### config.mk
export PLATFORM = sky130hd
export DESIGN_NAME = rec_struct_fifo
export DESIGN_NICKNAME = d
export VERILOG_FILES = /design/src/rtl/rec_struct_pkg.sv /design/src/rtl/rec_struct_mem.sv /design/src/rtl/rec_struct_fifo.sv
export SDC_FILE = /design/constraint.sdc
export NUM_CORES = 1
export LEC_CHECK = 0
export ABC_AREA = 1
export CELL_PAD_IN_SITES_DETAIL_PLACEMENT = 1
export CELL_PAD_IN_SITES_GLOBAL_PLACEMENT = 1
export CORE_MARGIN = 2
export CORE_UTILIZATION = 46
export CTS_CLUSTER_SIZE = 40
export DETAILED_ROUTE_END_ITERATION = 10
export PLACE_DENSITY_LB_ADDON = 0.1
export SLEW_MARGIN = 0
export SYNTH_ARGS = -nofsm -noshare
export SYNTH_HDL_FRONTEND = slang
export SYNTH_SLANG_ARGS = --single-unit
### constraint.sdc
create_clock -name clock -period 4.6 [get_ports clock]
set_input_delay 1.15 -clock clock [delete_from_list [all_inputs] [get_ports clock]]
set_output_delay 1.15 -clock clock [all_outputs]
set_load 0.05 [all_outputs]
### src/rtl/rec_struct_pkg.sv
// rec_struct_pkg: shared record widths and parity helper for the record FIFO.
package rec_struct_pkg;
  localparam int REC_OP_W  = 32;
  localparam int REC_PL_W  = 6;
  localparam int REC_MAX_W = 256;

  // Callers zero-extend narrower records; the extra zeros leave the parity unchanged.
  function automatic logic rec_parity(logic [REC_MAX_W-1:0] v);
    return ^v;
  endfunction
endpackage

### src/rtl/rec_struct_mem.sv
// rec_struct_mem: DEPTH x W register array, one write port, one combinational read port.
module rec_struct_mem
  import rec_struct_pkg::*;
#(
  parameter int W     = REC_OP_W + REC_PL_W,
  parameter int DEPTH = 8,
  parameter int AW    = $clog2(DEPTH)
) (
  input  logic          clk_i,
  input  logic          we_i,
  input  logic [AW-1:0] waddr_i,
  input  logic [W-1:0]  wdata_i,
  input  logic [AW-1:0] raddr_i,
  output logic [W-1:0]  rdata_o
);
  logic [W-1:0] mem_q [DEPTH];

  always_ff @(posedge clk_i)
    if (we_i) mem_q[waddr_i] <= wdata_i;

  assign rdata_o = mem_q[raddr_i];
endmodule

### src/rtl/rec_struct_fifo.sv
// rec_struct_fifo: valid/ready FIFO of packed {op,pl} records with level and high-water mark.
// Define REC_FIFO_PARITY_EN to store a parity bit per entry and flag a sticky par_err on pop.
module rec_struct_fifo
  import rec_struct_pkg::*;
#(
  parameter int OP_W  = REC_OP_W,
  parameter int PL_W  = REC_PL_W,
  parameter int DEPTH = 8
) (
  input  logic                     clock,
  input  logic                     rst_n,
  input  logic                     flush,
  input  logic                     in_valid,
  output logic                     in_ready,
  input  logic [OP_W-1:0]          in_op,
  input  logic [PL_W-1:0]          in_pl,
  output logic                     out_valid,
  input  logic                     out_ready,
  output logic [OP_W-1:0]          out_op,
  output logic [PL_W-1:0]          out_pl,
  output logic [OP_W+PL_W-1:0]     out_raw,
  output logic [$clog2(DEPTH):0]   level,
  output logic [$clog2(DEPTH):0]   hwm,
  output logic                     par_err
);
  localparam int AW = $clog2(DEPTH);
  localparam int CW = AW + 1;
  localparam int RW = OP_W + PL_W;
`ifdef REC_FIFO_PARITY_EN
  localparam int EW = RW + 1;
`else
  localparam int EW = RW;
`endif

  typedef struct packed {
    logic [OP_W-1:0] op;
    logic [PL_W-1:0] pl;
  } rec_t;

  rec_t          wr_rec, rd_rec;
  logic [EW-1:0] wdata, rdata;
  logic [AW-1:0] wr_ptr_q, wr_ptr_d, rd_ptr_q, rd_ptr_d;
  logic [CW-1:0] count_q, count_d, hwm_q, hwm_d;
  logic          push, pop;

  assign in_ready  = count_q != CW'(DEPTH);
  assign out_valid = count_q != '0;
  assign push      = in_valid & in_ready;
  assign pop       = out_valid & out_ready;
  assign wr_rec    = '{op: in_op, pl: in_pl};

  // DEPTH is a power of two, so plain AW-bit increments wrap DEPTH-1 -> 0.
  always_comb begin
    wr_ptr_d = flush ? '0 : wr_ptr_q + AW'(push);
    rd_ptr_d = flush ? '0 : rd_ptr_q + AW'(pop);
    count_d  = flush ? '0 : count_q + CW'(push) - CW'(pop);
    hwm_d    = flush ? '0 : (count_d > hwm_q ? count_d : hwm_q);
  end

  always_ff @(posedge clock or negedge rst_n)
    if (!rst_n) begin
      wr_ptr_q <= '0;
      rd_ptr_q <= '0;
      count_q  <= '0;
      hwm_q    <= '0;
    end else begin
      wr_ptr_q <= wr_ptr_d;
      rd_ptr_q <= rd_ptr_d;
      count_q  <= count_d;
      hwm_q    <= hwm_d;
    end

`ifdef REC_FIFO_PARITY_EN
  logic par_err_q, par_err_d;
  assign wdata     = {rec_parity(REC_MAX_W'(wr_rec)), wr_rec};
  assign rd_rec    = rdata[RW-1:0];
  assign par_err_d = flush ? 1'b0
                   : par_err_q | (pop & (rec_parity(REC_MAX_W'(rd_rec)) != rdata[RW]));
  assign par_err   = par_err_q;

  always_ff @(posedge clock or negedge rst_n)
    if (!rst_n) par_err_q <= 1'b0;
    else        par_err_q <= par_err_d;
`else
  assign wdata   = wr_rec;
  assign rd_rec  = rdata;
  assign par_err = 1'b0;
`endif

  rec_struct_mem #(.W(EW), .DEPTH(DEPTH), .AW(AW)) u_mem (
    .clk_i   (clock),
    .we_i    (push & ~flush),
    .waddr_i (wr_ptr_q),
    .wdata_i (wdata),
    .raddr_i (rd_ptr_q),
    .rdata_o (rdata)
  );

  assign out_op  = rd_rec.op;
  assign out_pl  = rd_rec.pl;
  assign out_raw = rd_rec;
  assign level   = count_q;
  assign hwm     = hwm_q;
endmodule
After elaboration in Yosys (flattened, before gate mapping):

Memory sizes are Yosys's and may differ from the RTL's.
Cells that the tools add are included.

* add/subtract/negate cells: 4
* order comparisons: 1
* equal/unequal tests: 1
* muxes and demuxes: 7
* bitwise logic cells: 4
* reduce and logical (&&, ||, !) cells: 2

Operators with widths (number)
* 2-to-1 mux 4 bit: 3
* adder 3 x 1 -> 3 bit: 2
* 2-to-1 mux 3 bit: 2
* adder 4 x 1 -> 4 bit: 1
* greater-than comparator 4 bit: 1
* != test 4 bit (second input constant): 1
* nonzero test 4 bit: 1
* subtractor 4 x 1 -> 4 bit: 1
* bitwise AND 1 bit: 3
* 2-to-1 mux 1 bit: 2
* nonzero test 2 bit: 1
* inverter 1 bit: 1

* flip-flop bits (word level): 14
* memory bits (writable): 304
* input bits: 43
* output and inout port bits: 87
* logic and storage cells: 24
* memories: 1

Memories
* u_mem.mem_q: depth 8, width 38, read ports 1, clocked after Yosys merged registers in 0, write ports 1, line rec_struct_mem.sv:16 `logic [W-1:0] mem_q [DEPTH];`

Longest topological paths before layout:

Gate-level depths: netlist of the first run.

* word-level depth: 8
* depth in mapped cells: 21
* gate-level depth less buffers: 21

By module:

From an unflattened synthesis of the first run, not the netlist that was laid out.

* cells, all modules: 1471
* area, all modules: 14496.4 µm²

Modules (own cells, without submodules)
* rec_struct_mem: times used 1, cells each 1332, area an instance 13319.0 µm², seq. area each 9128.8 µm²
* rec_struct_fifo: times used 1, cells each 139, area an instance 1177.4 µm², seq. area each 350.3 µm²

Worst setup path before layout of the first run:

OpenSTA, ideal clock, no wires.

* path kind: flip-flop to flip-flop
* start: register count_q[2], in the netlist level[2]
* end: memory u_mem.mem_q[6][0] (netlist name) (enable)
* setup time: 0.481 ns
* arrival: 4.354 ns
* data required time: 4.119 ns
* setup slack: -0.235 ns
* stages on the path, launching flop included: 8
* path buffers: 0
* clock period less this slack: 4.835 ns
* cells stage by stage: dfrtp_1 inv_1 ha_1 nand3_1 nand2_1 inv_1 nand2_1 nor3_1

* longest elaborated chain between the ends: 5

Ends and longest elaborated chain
* start: declaration: line rec_struct_fifo.sv:43 `logic [CW-1:0] count_q, count_d, hwm_q, hwm_d;`
* start signal: assignment: line rec_struct_fifo.sv:69 `count_q <= count_d;`
* != test 4 bit: line rec_struct_fifo.sv:46 `assign in_ready = count_q != CW'(DEPTH);`
* named net in_ready: line rec_struct_fifo.sv:14 `output logic in_ready,`
* bitwise AND 1 bit: line rec_struct_fifo.sv:48 `assign push = in_valid & in_ready;`
* bitwise AND 1 bit: line rec_struct_fifo.sv:92 `.we_i (push & ~flush),`
* 2-to-1 mux 1 bit: line rec_struct_mem.sv:19 `if (we_i) mem_q[waddr_i] <= wdata_i;`
* 2-to-1 mux 1 bit (not written as such): line rec_struct_mem.sv:19
* end: declaration: line rec_struct_mem.sv:16

The timed path passes the listed nets, and every way through them passes these cells.

Final worst setup path of the first run:

* start: register rd_ptr_q[0]
* end: output out_pl[0]

* longest elaborated chain between the ends: 1

Ends and longest elaborated chain
* start: declaration: line rec_struct_fifo.sv:42 `logic [AW-1:0] wr_ptr_q, wr_ptr_d, rd_ptr_q, rd_ptr_d;`
* start signal: assignment: line rec_struct_fifo.sv:68 `rd_ptr_q <= rd_ptr_d;`
* memory read (8 x 38 bit)
* end: declaration: line rec_struct_fifo.sv:20 `output logic [PL_W-1:0] out_pl,`

Every way passes these cells.

==> metrics.yaml, run 1 <==
run_status:
  outcome: "finished clean"
worst_setup_path:
  cp_data_required_time_ns: 3.45
  worstPathArrival_ns: 3.17
  crit_path_end_kind: "primary output"
  cp-startpoint: "rd_ptr_q[0]$_DFF_PN0_"
  r2r_cells: 19
  worstSetupPathType: "register to primary output"
  cp-start-kind: "register"
  path_max_fanout: 55
  r2r_setup_slack_ns: 1.40
  r2r-start: "level[2]$_DFF_PN0_"
  r2r_end: "hwm[1]$_DFFE_PN0P_"
route:
  wirelength_mm: 30.34
  wl_per_cell_um: 19.17
  first_pass_iters: 4
  drc: 0
  viasPerCell: 5.322
  first_iter_violations: 546
  ant_nets: 0
  via_count: 8424
timing:
  setup_viol: 0
  slew_headroom_pct: 50.92
  whs_ns: 0.5504
  rsz0062_at_grt: "no"
  finalCriticalPeriod_ns: 4.320
  fin_ws_ns: 0.2798
  min_period_over_period_pct: 93.92
  tightest_slew_ns: 0.7362
  hold_violations: 0
  slew_viol_final: 0
  skew_ns: 0.01587
  fmax_mhz: 231.5
  setup_tns_ns: 0
logic_synthesis:
  post-synth-top-area-fraction_pct: 69.31
  async_flop_share_pct: 4.403
  ys_top_cells_by_area: "edfxtp_1, nor2_1, o21ai_0"
  syn_area_um2: 13170
  synth_top_cell_by_area: "edfxtp_1"
  synth_common_cells: "edfxtp_1, nor2_1, o21ai_0, nand2_1, o21ai_1"
  syn_area_per_cell_um2: 12.09
  synth_cell_type_count: 24
  synth.most_common_cell: "edfxtp_1"
  ys_ff_latch: 318
  netlist_instances: 1089
  synthFlopType: "edfxtp_1"
  yosys_warnings: 0
  seq_area_frac_synth_pct: 71.97
  synth_edf_count: 304
  synth_fp_nets: 1147
final_layout:
  drive_gt1_share_pct: 7.137
  fillers: 2844
  postLayoutCellArea_um2: 15650
  n_antenna_cell: 0
  area_growth_pct: 18.83
  nNetsFinal: 1239
global_routing:
  grt_max_degree: 65
  grt_usage_pct: 20.53
  antenna_found_initial: 1
  grt_first_pass_wirelength_mm: 48.52
  grt_pass1_vias: 8970
  grt-ovfl-total: 0
floorplanning:
  initial_utilization_pct: 47.02
  dieArea_um2: 30000
  fp.dieH_um: 173.2
  core_um2: 28010
  rows: 61
  die_x_um: 173.2
  boundaryPins: 130
placed_design:
  place_area_um2: 14550
  place_hpwl_mm: 16.89
  post-place-ws_ns: 0.6527
  port_buffers: 128
  routabilityCongestion: 0.7245
cts:
  root_buffer: "clkbuf_16"
  cts_made_buffers: 34
  cts_hold_buf: 0
  h-tree-depth: 2
  cts_buffer_depth: 3
  postCtsSetupRepairBufs: 0
  clock_latency_ns: 0.50
  cts.sinks: 318
  cts-resized-gates: 0
  clk_pin_slew_worst_paths_ns: 0.06
  cts_tree: "built"
hold_path:
  hold_path.class: "register to register"
  min_path_cells: 2
  min_from: "hwm[3]$_DFFE_PN0P_"
  hold_end: "hwm[3]$_DFFE_PN0P_"
power:
  vdd_drop_max_v: 0.0004905
  p_leak_uw: 0.005506
  power-per-cell-area_nw_per_um2: 655.1
job:
  maxCapViolations: 0
==> how the worst max path moves through the flow <==
stage	endpoint	slack (ns)
after floorplan	u_mem.mem_q[6][0]$_DFFE_PP_	-0.24
after detailed placement	hwm[1]$_DFFE_PN0P_	0.65
after global routing	out_pl[0]	0.1
final	out_pl[0]	0.28
after CTS	out_pl[0]	0.25
after global placement	hwm[3]$_DFFE_PN0P_	0.71
==> flip-flops by register name, summed over array words and instances, names as in the netlist <==
| name | count |
|---|---|
| wr_ptr_q | 3 |
| hwm | 4 |
| rd_ptr_q | 3 |
| u_mem.mem_q | 304 |
| level | 4 |
==> routing by layer <==
metal | up-vias | share of wire, % | GRT usage (%)
li1 | 3938 | - | -
met1 | 4267 | 44 | 26.42
met2 | 178 | 51 | 36.38
met3 | 39 | 4.0 | 3.268
met4 | 2 | 1.5 | 5.226
met5 | - | 0.053 | 0
==> worst max-delay path, cell delays in order, from the launching register on <==
cell and delay (ns):
dfrtp_4 0.65, inv_4 0.37, buf_12 0.31, o21ai_0 0.13
o21ai_1 0.08, nand2_1 0.06, nand2_1 0.20, clkdlybuf4s50_1 0.85
==> cells in the final DEF (no fill, tap or decap) <==
cell type          n
fa_1               1
dfrtp_1           11
inv_4              1
nor2_1           237
nand2_1          139
edfxtp_1         304
clkdlybuf4s50_1  128
o21ai_1           87
xnor2_1            2
ha_1              14
clkinv_1           8
nand3_1            8
and2_1             1
clkbuf_16         37
conb_1             1
inv_1             28
clkinvlp_4         2
buf_12             6
o21ai_0          142
dfrtp_4            2
buf_4             21
dfrtp_2            1
clkbuf_1           5
a21oi_1            3
nor3_2             8
bufinv_16          3
clkinv_2           5
==> report_power, final <==
group	leakage [uW]	switching, uW	internal (uW)
Sequential	0.00293	129	3300
Combinational	0.00204	2880	1250
Clock	0.000537	1070	1620
==> layout make-up <==
cell class / count / area [um^2] / area share [%]
clock inverters: 18 / 160.2 / 1.023
flip-flops and latches: 318 / 9488 / 60.62
multi-input cells: 643 / 2915 / 18.63
well taps: 378 / 473.0 / 3.022
inverters: 29 / 111.4 / 0.7115
repair buffers: 155 / 1559 / 9.961
clock buffers: 42 / 944.7 / 6.036
==> cell families (layout without fill, tap and decap cells) <==
kind of cell / after synthesis / after routing / synth area share [%]
DFF: 318 / 318 / 71.97
xor gates and xnor gates: 2 / 2 / 0.1330
AOI/OAI and AO/OA: 232 / 232 / 8.815
and+or+nand+nor: 393 / 393 / 11.37
buffers and inverters: 128 / 244 / 6.203
other: 1 / 1 / 0.02847
adders and majority gates: 15 / 15 / 1.482
==> stage by stage <==
| step | total power, uW | cells | utilization, % |
|---|---|---|---|
| floorplan | 6650 | 1089 | - |
| global placement | 7558 | 1523 | 51.93 |
| detailed placement | 7643 | 1523 | 51.93 |
| CTS | 10370 | 1583 | 55.88 |
| global route | 10760 | 1583 | 55.88 |
| finish | 10250 | 1583 | 55.88 |
(Power assumes the default switching activity.)
==> run 2, diff against run 1 <==
CORE_UTILIZATION = 51   (was 46)
DONT_BUFFER_PORTS = 1   (was unset)
SLEW_MARGIN = 20   (was 0)
==> run 2 against run 1 <==
  * Power decreased by 6.6%
  * Flip-flop and latch count unchanged
  * Count of clock-buffer cells in the layout is 6 higher
  * Highest routed layer is now met4
==> metrics.yaml, run 2 (same netlist as run 1, synthesis figures left out) <==
cts:
  cts-resized-gates: 0
  cts_hold_buf: 0
  clk_pin_slew_worst_paths_ns: 0.06
  cts_buffer_depth: 3
  root_buffer: "clkbuf_16"
  cts.sinks: 318
  postCtsSetupRepairBufs: 0
  h-tree-depth: 2
  cts_made_buffers: 35
  cts_tree: "built"
  clock_latency_ns: 0.51
final_layout:
  n_antenna_cell: 0
  area_growth_pct: 10.11
  final_cell_mix: "edfxtp_1, nor2_1, o21ai_0, nand2_1, o21ai_1"
  drive_gt1_share_pct: 10.75
  regMostFlops: "u_mem.mem_q"
  multi_input_area_um2: 2915
  largest_reg_flops: 304
  fillers: 2571
  area.sequential_um2: 9488
  instances_no_fill: 1446
  layout_commonest_cell: "edfxtp_1"
  nNetsFinal: 1150
worst_setup_path:
  crit_path_end_kind: "primary output"
  cp-start-kind: "register"
  path_max_fanout: 72
  cp_data_required_time_ns: 3.45
  r2r_setup_slack_ns: 0.90
  worstSetupPathType: "register to primary output"
  worstPathArrival_ns: 2.78
floorplanning:
  core_um2: 25250
  die_x_um: 164.7
  fp.dieH_um: 164.7
  boundaryPins: 130
  initial_utilization_pct: 52.16
  rows: 58
  dieArea_um2: 27130
route:
  first_pass_iters: 5
  drc: 0
  wirelength_mm: 30.49
  via_count: 8044
  first_iter_violations: 532
  ant_nets: 0
  viasPerCell: 5.563
  wl_per_cell_um: 21.08
global_routing:
  grt_first_pass_wirelength_mm: 47.34
  grt_pass1_vias: 8715
  grt_usage_pct: 23.16
  antenna_found_initial: 0
  grt-ovfl-total: 0
  grt_max_degree: 82
timing:
  hold_violations: 0
  slew_viol_final: 0
  fin_ws_ns: 0.6710
  setup_viol: 0
  min_period_over_period_pct: 85.41
  slew_headroom_pct: 48.86
  fmax_mhz: 254.5
  finalCriticalPeriod_ns: 3.929
  tightest_slew_ns: 0.7672
  whs_ns: 0.3412
  setup_tns_ns: 0
  skew_ns: 0.01265
  rsz0062_at_grt: "no"
hold_path:
  hold_path.class: "primary input to asynchronous set/reset pin"
job:
  maxCapViolations: 0
placed_design:
  port_buffers: 0
  routabilityCongestion: 0.7191
  place_hpwl_mm: 16.70
  placed_cells: 1385
  post-place-ws_ns: 0.9243
power:
  p_total_uw: 9577
  vdd_drop_max_v: 0.0005545
  p_leak_uw: 0.005150
  power-per-cell-area_nw_per_um2: 660.4
run_status:
  outcome: "finished clean"
==> run 2: cell count changes in the layout (fill, tap and decap cells not counted), sizes merged, moves of 2 or more <==
cell,delta
bufinv,-2
clkdlybuf4s50,-128
clkinvlp,-2
buf,+38
clkinv,-2
clkbuf,+6
==> run 2: worst paths after layout <==
kind                                            start               endpoint  cells past startpoint
worst min-delay path                            rst_n     level[0]$_DFF_PN0_                      0
worst max register to register     level[2]$_DFF_PN0_     hwm[2]$_DFFE_PN0P_                     20
min in group clock              wr_ptr_q[2]$_DFF_PN0_  wr_ptr_q[2]$_DFF_PN0_                      2
worst max-delay path            rd_ptr_q[0]$_DFF_PN0_              out_pl[1]                      7
max in group asynchronous                       rst_n  rd_ptr_q[0]$_DFF_PN0_                      0
worst min register to register  wr_ptr_q[2]$_DFF_PN0_  wr_ptr_q[2]$_DFF_PN0_                      2
==> run 2: power breakdown <==
part	switching (uW)	internal [uW]
Combinational	2730	767
Clock	1060	1540
Sequential	173	3310
Total	3970	5610
==> run 2: metrics by stage <==
| stage | cell area (um^2) | utilization (%) |
|---|---|---|
| after floorplan | 13170 | - |
| after global placement | 13440 | 53.22 |
| after detailed placement | 13440 | 53.22 |
| after CTS | 14500 | 57.43 |
| after global routing | 14500 | 57.43 |
| final | 14500 | 57.43 |
==> run 2: final cells by class <==
| type | instances | share of cell area, % |
|---|---|---|
| Clock buffer | 48 | 6.738 |
| Sequential cell | 318 | 65.42 |
| Inverter | 29 | 0.7678 |
| Clock inverter | 13 | 0.5867 |
| Multi-Input combinational cell | 643 | 20.10 |
| Timing Repair Buffer | 65 | 3.537 |
| Tap cell | 330 | 2.847 |
==> run 2: layer usage <==
layer / GRT usage [%] / vias to the layer above / wire (um) / part of all wire [%]
met5: 0 / - / 0 / 0
met2: 41.10 / 157 / 15650 / 51
met1: 28.97 / 4090 / 12800 / 42
met4: 6.522 / 0 / 568 / 1.9
met3: 4.621 / 43 / 1476 / 4.8
li1: - / 3754 / - / -
==> run 2: critical path, cell delays in order (launching register included) <==
cell and delay (ns):
dfrtp_4 0.59, inv_4 0.43, buf_12 0.37, o21ai_0 0.17, o21ai_1 0.12, nand2_1 0.08, nand2_1 0.16, buf_4 0.31
